<file path="src/rtl/stopwatch_pkg.sv">
// -----------------------------------------------------------------------------
// stopwatch_pkg
//
// Shared definitions for the stopwatch controller and its BCD digit counters.
//
// Contents:
//   sw_state_t  - controller state (IDLE / RUN / PAUSE)
//   BCD_MAX     - terminal value of one decade counter (9)
//   MAX_DIGITS  - widest digit cascade the all-nines helper supports
//   all_nines() - true when the lowest n digits of a packed BCD vector are 9
// -----------------------------------------------------------------------------
package stopwatch_pkg;

  typedef enum logic [1:0] {
    IDLE  = 2'd0,
    RUN   = 2'd1,
    PAUSE = 2'd2
  } sw_state_t;

  localparam logic [3:0] BCD_MAX = 4'd9;

  // Upper bound on DIGITS. Callers zero-extend their count vector to this
  // width so one function body serves any cascade length.
  localparam int MAX_DIGITS = 16;

  // Returns 1 when digits [n-1:0] of 'digits' all hold 9. With n == 0 the
  // condition is vacuously true, which is what the units digit needs: it is
  // enabled by the tick alone.
  function automatic logic all_nines(input logic [4*MAX_DIGITS-1:0] digits,
                                     input int                      n);
    logic result;
    result = 1'b1;
    for (int k = 0; k < MAX_DIGITS; k++) begin
      if ((k < n) && (digits[4*k +: 4] != BCD_MAX)) begin
        result = 1'b0;
      end
    end
    return result;
  endfunction

endpackage : stopwatch_pkg

</file>
<file path="src/rtl/bcd_digit.sv">
// -----------------------------------------------------------------------------
// bcd_digit
//
// One decade counter of the stopwatch cascade. Counts 0..9 and wraps to 0
// when enabled at 9. Values 10..15 cannot be reached from reset.
//
// Ports:
//   clk     in   clock, rising edge
//   rst     in   synchronous active-high reset
//   clr     in   synchronous clear (same effect as reset, driven by control)
//   en      in   count enable for this cycle
//   q       out  current digit value, 0..9
//   at_max  out  high while q == 9
// -----------------------------------------------------------------------------
module bcd_digit
  import stopwatch_pkg::*;
(
  input  logic       clk,
  input  logic       rst,
  input  logic       clr,
  input  logic       en,
  output logic [3:0] q,
  output logic       at_max
);

  assign at_max = (q == BCD_MAX);

  // NOTE: state registers use non-blocking assignments so every flop samples
  // the pre-edge values; blocking here would let ordering leak into behaviour.
  always_ff @(posedge clk) begin
    if (rst || clr) begin
      q <= 4'd0;
    end else if (en) begin
      q <= at_max ? 4'd0 : q + 4'd1;
    end
  end

endmodule : bcd_digit

</file>
<file path="src/rtl/stopwatch_ctrl.sv">
// -----------------------------------------------------------------------------
// stopwatch_ctrl
//
// Run/pause/clear controller for a cascade of BCD decade counters, sitting
// between debounced push-button pulses and the 7-segment decoder.
//
// A prescaler divides the clock by TICK_DIV while running; each tick advances
// the digit cascade by one. A lap register can freeze the displayed value
// while counting continues underneath.
//
// Parameters:
//   DIGITS    number of cascaded BCD digits (1..MAX_DIGITS)
//   TICK_DIV  clock cycles per count increment while running (>= 2)
//
// Ports:
//   clk         in   clock, rising edge
//   rst         in   synchronous active-high reset
//   start_stop  in   one-cycle pulse, toggles run / pause (IDLE -> RUN)
//   clear       in   one-cycle pulse, zeroes count, prescaler and lap
//   lap         in   one-cycle pulse, toggles display freeze
//   bcd         out  displayed value, digit 0 (units) in bits [3:0]
//   running     out  high in RUN
//   lap_active  out  high while the display is frozen
//   overflow    out  one-cycle pulse after the count wraps to zero
//
// Priority per edge: rst > clear > {start_stop, lap}. start_stop and lap in
// the same RUN cycle both act; the lap captures the pre-edge count.
// -----------------------------------------------------------------------------
module stopwatch_ctrl
  import stopwatch_pkg::*;
#(
  parameter int DIGITS   = 4,
  parameter int TICK_DIV = 4
) (
  input  logic                  clk,
  input  logic                  rst,
  input  logic                  start_stop,
  input  logic                  clear,
  input  logic                  lap,
  output logic [4*DIGITS-1:0]   bcd,
  output logic                  running,
  output logic                  lap_active,
  output logic                  overflow
);

  localparam int              PRE_W    = (TICK_DIV > 2) ? $clog2(TICK_DIV) : 1;
  localparam logic [PRE_W-1:0] PRE_LAST = PRE_W'(TICK_DIV - 1);

  sw_state_t             state;
  logic [PRE_W-1:0]      pre;
  logic                  tick;
  logic [DIGITS-1:0]     dig_en;
  logic [DIGITS-1:0]     dig_max;
  logic [4*DIGITS-1:0]   count;
  logic [4*DIGITS-1:0]   lap_reg;
  logic [4*MAX_DIGITS-1:0] count_pad;

  // A tick is the last prescaler cycle of a counting interval. Because it is
  // qualified by the registered state, a start_stop that pauses on the same
  // edge does not cancel the increment already due.
  assign tick = (state == RUN) && (pre == PRE_LAST);

  // NOTE: combinational blocks assign every output a default first, so no
  // path leaves a signal unassigned and no latch is inferred.
  always_comb begin
    count_pad               = '0;
    count_pad[4*DIGITS-1:0] = count;
  end

  // Enable chain: digit k advances on a tick when every lower digit is at 9.
  // Wrapping of each digit is local to bcd_digit.
  for (genvar g = 0; g < DIGITS; g++) begin : g_digit
    assign dig_en[g] = tick && all_nines(count_pad, g);

    bcd_digit u_digit (
      .clk    (clk),
      .rst    (rst),
      .clr    (clear),
      .en     (dig_en[g]),
      .q      (count[4*g +: 4]),
      .at_max (dig_max[g])
    );
  end

  // Controller: FSM, prescaler, lap register and overflow flag. The digits
  // clear themselves from the same clear pulse, so they agree with this block.
  always_ff @(posedge clk) begin
    if (rst) begin
      state      <= IDLE;
      running    <= 1'b0;
      pre        <= '0;
      // NOTE: lap_reg is a data register, but it is reset because it can be
      // driven straight onto bcd; stale contents must never reach the display.
      lap_reg    <= '0;
      lap_active <= 1'b0;
      overflow   <= 1'b0;
    end else if (clear) begin
      state      <= IDLE;
      running    <= 1'b0;
      pre        <= '0;
      lap_reg    <= '0;
      lap_active <= 1'b0;
      overflow   <= 1'b0;
    end else begin
      // Every digit at 9 on a tick means the whole cascade wraps this edge.
      overflow <= tick && (&dig_max);

      // Prescaler advances only in RUN and holds in PAUSE, so a resumed
      // interval keeps its partial count.
      if (state == RUN) begin
        pre <= tick ? '0 : pre + PRE_W'(1);
      end

      unique case (state)
        IDLE: begin
          if (start_stop) begin
            state   <= RUN;
            running <= 1'b1;
          end
        end
        RUN: begin
          if (start_stop) begin
            state   <= PAUSE;
            running <= 1'b0;
          end
        end
        PAUSE: begin
          if (start_stop) begin
            state   <= RUN;
            running <= 1'b1;
          end
        end
        default: begin
          state   <= IDLE;
          running <= 1'b0;
        end
      endcase

      // Releasing a freeze is allowed in any state; capturing only in RUN.
      // The capture reads the pre-edge count, even if this edge also ticks.
      if (lap) begin
        if (lap_active) begin
          lap_active <= 1'b0;
        end else if (state == RUN) begin
          lap_reg    <= count;
          lap_active <= 1'b1;
        end
      end
    end
  end

  // Both mux inputs and the select are flops, so bcd has no input-to-output
  // combinational path.
  assign bcd = lap_active ? lap_reg : count;

endmodule : stopwatch_ctrl

</file>
<file path="config.mk">
export PLATFORM = sky130hd
export DESIGN_NAME = stopwatch_ctrl
export DESIGN_NICKNAME = d
export VERILOG_FILES = /design/src/rtl/stopwatch_pkg.sv /design/src/rtl/bcd_digit.sv /design/src/rtl/stopwatch_ctrl.sv
export SDC_FILE = /design/constraint.sdc
export NUM_CORES = 1
export LEC_CHECK = 0
export CAP_MARGIN = 10
export CORE_MARGIN = 2
export CORE_UTILIZATION = 55
export CTS_CLUSTER_DIAMETER = 30
export DETAILED_ROUTE_END_ITERATION = 10
export PLACE_DENSITY = 0.79
export SLEW_MARGIN = 20
export SYNTH_ARGS = -nofsm -noshare
export SYNTH_HDL_FRONTEND = slang
export SYNTH_SLANG_ARGS = --single-unit
</file>
<file path="constraint.sdc">
create_clock -name clk -period 3.96 [get_ports clk]
set_input_delay 0.792 -clock clk [delete_from_list [all_inputs] [get_ports clk]]
set_output_delay 0.792 -clock clk [all_outputs]
set_load 0.01 [all_outputs]
</file>
* Yosys cells after proc, flatten, opt, wreduce, memory -nomap -nowiden
Cells that the tools add are included.
Storage, ports and cells: register bits 39, output and inout port bits 19, word-level logic and storage cells 57
Operators by class: $add $sub $neg 5, equality and inequality tests 12, mux-type cells 17, bitwise logic cells 1, reduce and logical (&&, ||, !) cells 12
Operators by type and width (count):
- $add 4x1->4 const B | 4
- $eq 4x4->1 const B | 4
- $mux 16 | 1
- $mux 4 | 4
- $ne 4x4->1 const B | 3
- $mux 1 | 7
- $mux 2 | 3
- $logic_and 1x1->1 | 5
- $eq 2x2->1 const B | 2
- $pmux 2 s2 | 1
- $reduce_and 4->1 | 1
- $reduce_or 2->1 | 2
- $reduce_and 3->1 | 1
- $add 2x1->2 const B | 1
- $eq 2x1->1 const B | 1
- $logic_not 2->1 | 1
- $ne 2x1->1 const B | 1
- $ne 2x2->1 const B | 1
- $pmux 1 s2 | 1
- $reduce_and 2->1 | 1
- $logic_or 1x1->1 | 1
- $not 1->1 | 1

* Logic depth before layout (Yosys ltp)
Gate-level depths: netlist of the first run.
depth in word-level cells 5, gate-level depth with buffers 6, depth with buffers taken out 5

* Modules after synthesis
A second synthesis of the first run with hierarchy kept.
Unflattened totals: cell total of the unflattened synthesis 212, area total of the unflattened synthesis 1893.1 um2
By module, submodules not included:
- stopwatch_ctrl | times used 1, cells each 128, area each 1107.3 um2
- bcd_digit | times used 4, cells each 21, area each 196.4 um2

* Worst setup path before layout of the first run
Ideal clock, no wire load.
path type flip-flop to output port, start point register lap_active, end point output bcd[12], data arrival time 1336 ps, path slack 1832 ps, stages on the path, launching flop included 4, path through dfxtp_1 -> buf_2 -> buf_1 -> mux2_2
On the way: cells in the longest elaborated chain, start to end 1
RTL lines:
- start, declared | line stopwatch_ctrl.sv:42 | output logic lap_active,
- start signal, assigned | line stopwatch_ctrl.sv:95 | lap_active <= 1'b0;
- start signal, assigned | line stopwatch_ctrl.sv:102 | lap_active <= 1'b0;
- start signal, assigned | line stopwatch_ctrl.sv:143 | lap_active <= 1'b0;
- $mux 16 | line stopwatch_ctrl.sv:154 | assign bcd = lap_active ? lap_reg : count;
- end, declared | line stopwatch_ctrl.sv:40 | output logic [4*DIGITS-1:0] bcd,
Every way passes these cells.

* Worst setup path after layout of the first run
start point register lap_active, end point output bcd[1]
Same word-level chain as after synthesis.

==> impl_metrics.toml, run 1 <==
[worst_setup_path]
criticalPathCategory = "flop to output pin"
cp-start-kind = "flop"
cp.required_ns = 3.17
critical_path.endpoint_type = "output pin"
path_max_fanout = 22
critPathArrivalTime_ns = 2.20

[place]
io_buffers = 23
place_hpwl_um = 2380
place_area_um2 = 2090
dp_cells = 275
gp_routability_congestion = 0.805

[power_and_ir_drop]
cellLeakagePower_nw = 0.730
power.internal_w = 0.000507
swShare_pct = 22.2
ir_worst_vdd_mv = 0.188
combPwrFrac_pct = 3.5
p_sw_w = 0.000145
seqPwrFrac_pct = 60.8
power_density_nw_per_um2 = 302
p_clk_share_pct = 35.7

[synth]
synthArstFlopShare_pct = 0
syn_nets = 224
yosysWarnings = 0
synth_enable_flop_cells = 0
avgSynthCellArea_um2 = 8.53
synth_area_um2 = 1860
synthCells = 218
synthTopCellsByArea = "dfxtp_1 (42%), nand2_1 (9.5%), mux2_2 (9.1%)"
yosysTopAreaCell = "dfxtp_1"
synth_seq_area_share_pct = 42.0
yosys_register_bits = 39
yosys.area.top_type_share_pct = 42.0
yosys_most_used_dff = "dfxtp_1"
synth_cell_types = 36

[cts]
tritoncts.num_buffers = 5
cts_hold_buffers = 0
post_cts_buffers = 0
clk_pin_slew_worst_paths_ns = 0.10
cts_resized = 0
htree_levels = 2
cts-root-buf = "clkbuf_4"
clkSinkCount = 39
cts_max_path_buffers = 2
clk_latency_ns = 0.36
cts_tree = "built"

[sta]
worst_clock_skew_ns = 0.00916
fin_crit_ns = 2.99
worst_pin_slew_ns = 0.930
max_freq_ghz = 0.335
maxSlewHeadroom_pct = 37.9
timing_hold_violations_final = 0
slew_viol_final = 0
setup_viol = 0
whs_ns = 0.460
post-route-period-util_pct = 75.4
rsz0062_at_grt = "no"
fin_tns_setup_ns = 0

[floorplanning]
dieArea_um2 = 3860
fp.dieH_um = 62.2
placementRows = 21
core_um2 = 3280
die_width_um = 62.2
start_util_pct = 56.6
num_io_pins = 24

[global_route]
grt_overflow_total = 0
antenna_found_initial = 0
grt_pass1_wl_um = 6240
grt_pass1_vias = 1397
grt_usage_pct = 20.2
grt_max_degree = 37

[routing]
wire_per_inst_um = 13.1
first_iter_violations = 77
top_layer_used = "met4"
post-route-drc-count = 0
dr_wl_met3_um = 142
wl_met2_um = 1730
vias_per_cell = 5.48
drt-total-wl_um = 3710
ant_nets = 0
vias = 1552
dr.pass1.iters = 4
wirelength_met1_um = 1760

[layout]
layout.nets = 242
instances_no_fill = 283
diodes = 0
drive_above_1_share_pct = 12.7
design_area_um2 = 2150
post-route-util_pct = 65.6
fill_cells = 296
area_growth_pct = 15.8

[outcome]
outcome = "finished, final reports clean"

[run]
cap_violations = 0

[min_path]
min_path_type = "flop to flop"
==> metal layers <==
layer | vias to the layer above | track usage [%]
li1 | 786 | -
met2 | 27 | 33.0
met4 | 0 | 8.33
met1 | 730 | 25.2
met3 | 9 | 5.62
met5 | - | 0
==> worst max-delay path, stage by stage (launching register included) <==
cell             delay (ns)
dfxtp_1                0.95
mux2_2                 0.42
clkdlybuf4s50_1        0.48
==> layout by cell type, fill, tap and decap left out, types with 3 or more instances in the layout <==
cell             count
nand2_1             47
dfxtp_1             39
a21oi_1             28
clkdlybuf4s50_1     23
mux2_2              15
nor2_1              14
o21ai_0              7
xor2_1               7
nor2b_1              6
clkbuf_4             5
nand2b_1             4
nor3b_1              4
nand4_1              4
and4bb_2             3
nor3_1               3
or3_1                3
==> layout make-up <==
cell class                 count  area, um2  area share (%)
sequential                    39        781            36.2
inverter                       2       7.51           0.348
multi-input combinational    164       1000            46.5
clock buffer                   8       68.8            3.19
timing repair buffer          24        238            11.0
tap                           46       57.6            2.67
==> power groups by stage <==
stage,clock [W],sequential (W),combinational (W)
final,0.000233,0.000396,0.0000227
after global routing,0.000255,0.000397,0.0000253
after CTS,0.000238,0.000396,0.0000230
after detailed placement,0,0.000405,0.0000230
after global placement,0,0.000405,0.0000230
after floorplan,0,0.000404,0.0000138
==> stage by stage <==
| stage | total power (W) | worst slack [ns] |
|---|---|---|
| 2_1_floorplan | 0.000418 | 1.83 |
| 3_3_place_gp | 0.000428 | 1.37 |
| 3_5_place_dp | 0.000428 | 1.36 |
| 4_1_cts | 0.000658 | 0.955 |
| 5_1_grt | 0.000677 | 0.866 |
| 6_report | 0.000651 | 0.972 |
==> cells in the mapped netlist (all sizes together), types with 3 or more instances <==
master,instances
nand2b,4
dfxtp,39
a21oi,28
and4bb,3
nand2,47
buf,6
nor2,14
xor2,7
or3,3
mux2,15
clkbuf,7
o21ai,7
nand4,5
nor2b,6
nor3,3
nor3b,5
==> path summary, 6_finish.rpt <==
path,start,endpoint,slack (ns),cells after the start
worst min register to register,lap_reg[4]$_SDFFE_PP0P_,lap_reg[4]$_SDFFE_PP0P_,0.46,2
worst max register to register,lap_active$_SDFFE_PP0P_,lap_reg[0]$_SDFFE_PP0P_,1.99,3
worst max-delay path,lap_active$_SDFFE_PP0P_,bcd[1],0.97,2
worst min-delay path,lap_reg[4]$_SDFFE_PP0P_,lap_reg[4]$_SDFFE_PP0P_,0.46,2
==> cells by family (layout without fill, tap and decap cells) <==
kind of cell / count (synthesis) / after routing / synth area share [%]
AND/OR/NAND/NOR: 100 / 100 / 28.6
AO/OA/AOI/OAI: 40 / 40 / 11.7
flip-flops: 39 / 39 / 42.0
multiplexers: 16 / 16 / 9.62
buffers and inverters: 15 / 34 / 4.17
XOR/XNOR: 7 / 7 / 3.30
adder cells (fa/ha/maj): 1 / 1 / 0.672
(Power assumes the default switching activity.)
==> run 2: changes to the inputs <==
CORE_UTILIZATION = 54   (was 55)
PLACE_DENSITY = 0.78   (was 0.79)
clock period = 3 ns   (was 3.96 ns; I/O delays follow)
==> impl_metrics.toml, run 2 (synthesized netlist as in run 1, its figures left out) <==
[outcome]
outcome = "finished, final reports clean"

[sta]
worst_clock_skew_ns = 0.00828
max_freq_ghz = 0.406
worst_slack_ns = 0.535
worst_pin_slew_ns = 0.713
fin_tns_setup_ns = 0
timing_hold_violations_final = 0
fin_crit_ns = 2.47
slew_viol_final = 0
post-route-period-util_pct = 82.2
setup_viol = 0
whs_ns = 0.459
maxSlewHeadroom_pct = 52.4
rsz0062_at_grt = "no"

[layout]
area_growth_pct = 16.0
layout_commonest_cell = "nand2_1"
drive_above_1_share_pct = 13.3
layout_common_cells = "nand2_1 (47), dfxtp_1 (39), a21oi_1 (28)"
diodes = 0
layout.nets = 245
instances_no_fill = 286

[power_and_ir_drop]
power_density_nw_per_um2 = 378
ir_worst_vdd_mv = 0.240
cellLeakagePower_nw = 0.737
p_total_w = 0.000816

[worst_setup_path]
worst-path-stages = 3
cp-endpoint = "bcd[6]"
cp_top_family = "buffers and inverters"
crit_start = "lap_active$_SDFFE_PP0P_"
criticalPathCategory = "flop to output pin"
r2r_slack_ns = 1.14
path_max_fanout = 9
r2r.worst_path.cells = 5
cp_num_buf_inv = 2
max_stage_delay_ns = 0.48
r2r-end = "g_digit[3].u_digit.q[1]$_SDFFE_PP0P_"
critical_path.endpoint_type = "output pin"
reg2reg_from = "pre[0]$_SDFFE_PP0P_"
cp.required_ns = 2.40
slowest_stage = "clkdlybuf4s50_1"
crit_chain = "buf_4 -> mux2_2 -> clkdlybuf4s50_1"
cp-start-kind = "flop"
critPathArrivalTime_ns = 1.87

[routing]
ant_nets = 0
wire_per_inst_um = 12.6
dr.pass1.iters = 4
vias_per_cell = 5.35
drt-total-wl_um = 3600
vias = 1531
post-route-drc-count = 0
first_iter_violations = 90

[cts]
post_cts_buffers = 0
cts_hold_buffers = 0
clk_latency_ns = 0.36
cts-root-buf = "clkbuf_4"
tritoncts.num_buffers = 5
cts_max_path_buffers = 2
htree_levels = 2
clkSinkCount = 39
clk_pin_slew_worst_paths_ns = 0.11
cts_tree = "built"
cts_resized = 0

[global_route]
grt_pass1_wl_um = 6290
grt_overflow_total = 0
grt_usage_pct = 20.1
grt_pass1_vias = 1381
grt_max_degree = 37
antenna_found_initial = 0

[floorplanning]
start_util_pct = 56.2
fp.dieH_um = 62.7
core_um2 = 3310
die_width_um = 62.7
placementRows = 21
num_io_pins = 24
dieArea_um2 = 3930

[place]
dp_cells = 278
preCtsSetupSlack_ns = 0.919
gp_routability_congestion = 0.798
io_buffers = 23
place_hpwl_um = 2480

[min_path]
min_path_type = "flop to flop"

[run]
cap_violations = 0
## run 2: per-layer routing
metal	GRT usage [%]	vias to the layer above	wire, um
li1	-	790	-
met1	25.5	714	1760
met2	32.1	23	1670
met3	6.13	4	122
met4	7.50	0	55
met5	0	-	0
## run 2: how the worst min path moves through the flow
| stage | start | slack [ns] | cells past startpoint | to |
|---|---|---|---|---|
| floorplan | lap_reg[0]$_SDFFE_PP0P_ | 0.43 | 2 | lap_reg[0]$_SDFFE_PP0P_ |
| global placement | lap_reg[0]$_SDFFE_PP0P_ | 0.44 | 2 | lap_reg[0]$_SDFFE_PP0P_ |
| detailed placement | lap_reg[9]$_SDFFE_PP0P_ | 0.45 | 2 | lap_reg[9]$_SDFFE_PP0P_ |
| CTS | lap_reg[9]$_SDFFE_PP0P_ | 0.46 | 2 | lap_reg[9]$_SDFFE_PP0P_ |
| global route | lap_reg[7]$_SDFFE_PP0P_ | 0.48 | 2 | lap_reg[7]$_SDFFE_PP0P_ |
| finish | lap_reg[8]$_SDFFE_PP0P_ | 0.46 | 2 | lap_reg[8]$_SDFFE_PP0P_ |
## run 2: worst register-to-register path, delay by kind of cell (launching register included)
family	cells	cell delay [ns]
adders and majority gates	1	0.22
and+or+nand+nor	3	1.07
DFF	1	0.37
AOI/OAI and AO/OA	1	0.14
## run 2: power breakdown
part | switching, W | internal [W]
Combinational | 0.0000196 | 0.0000122
Clock | 0.000171 | 0.0000914
Sequential | 0.00000225 | 0.000520
## run 2: final cells by class
class                           count  area (um2)
Inverter                            2        7.51
Fill cell                         319        1150
Timing Repair Buffer               27         260
Clock inverter                      1        5.00
Multi-Input combinational cell    164        1000
Clock buffer                        7        45.0
Sequential cell                    39         781
Tap cell                           46        57.6
## run 2: per-stage QoR
step                      area (um2)  utilization (%)
final                           2160             65.2
after CTS                       2160             65.2
after global placement          2110             63.7
after detailed placement        2110             63.7
after floorplan                 1860                -
after global routing            2160             65.2
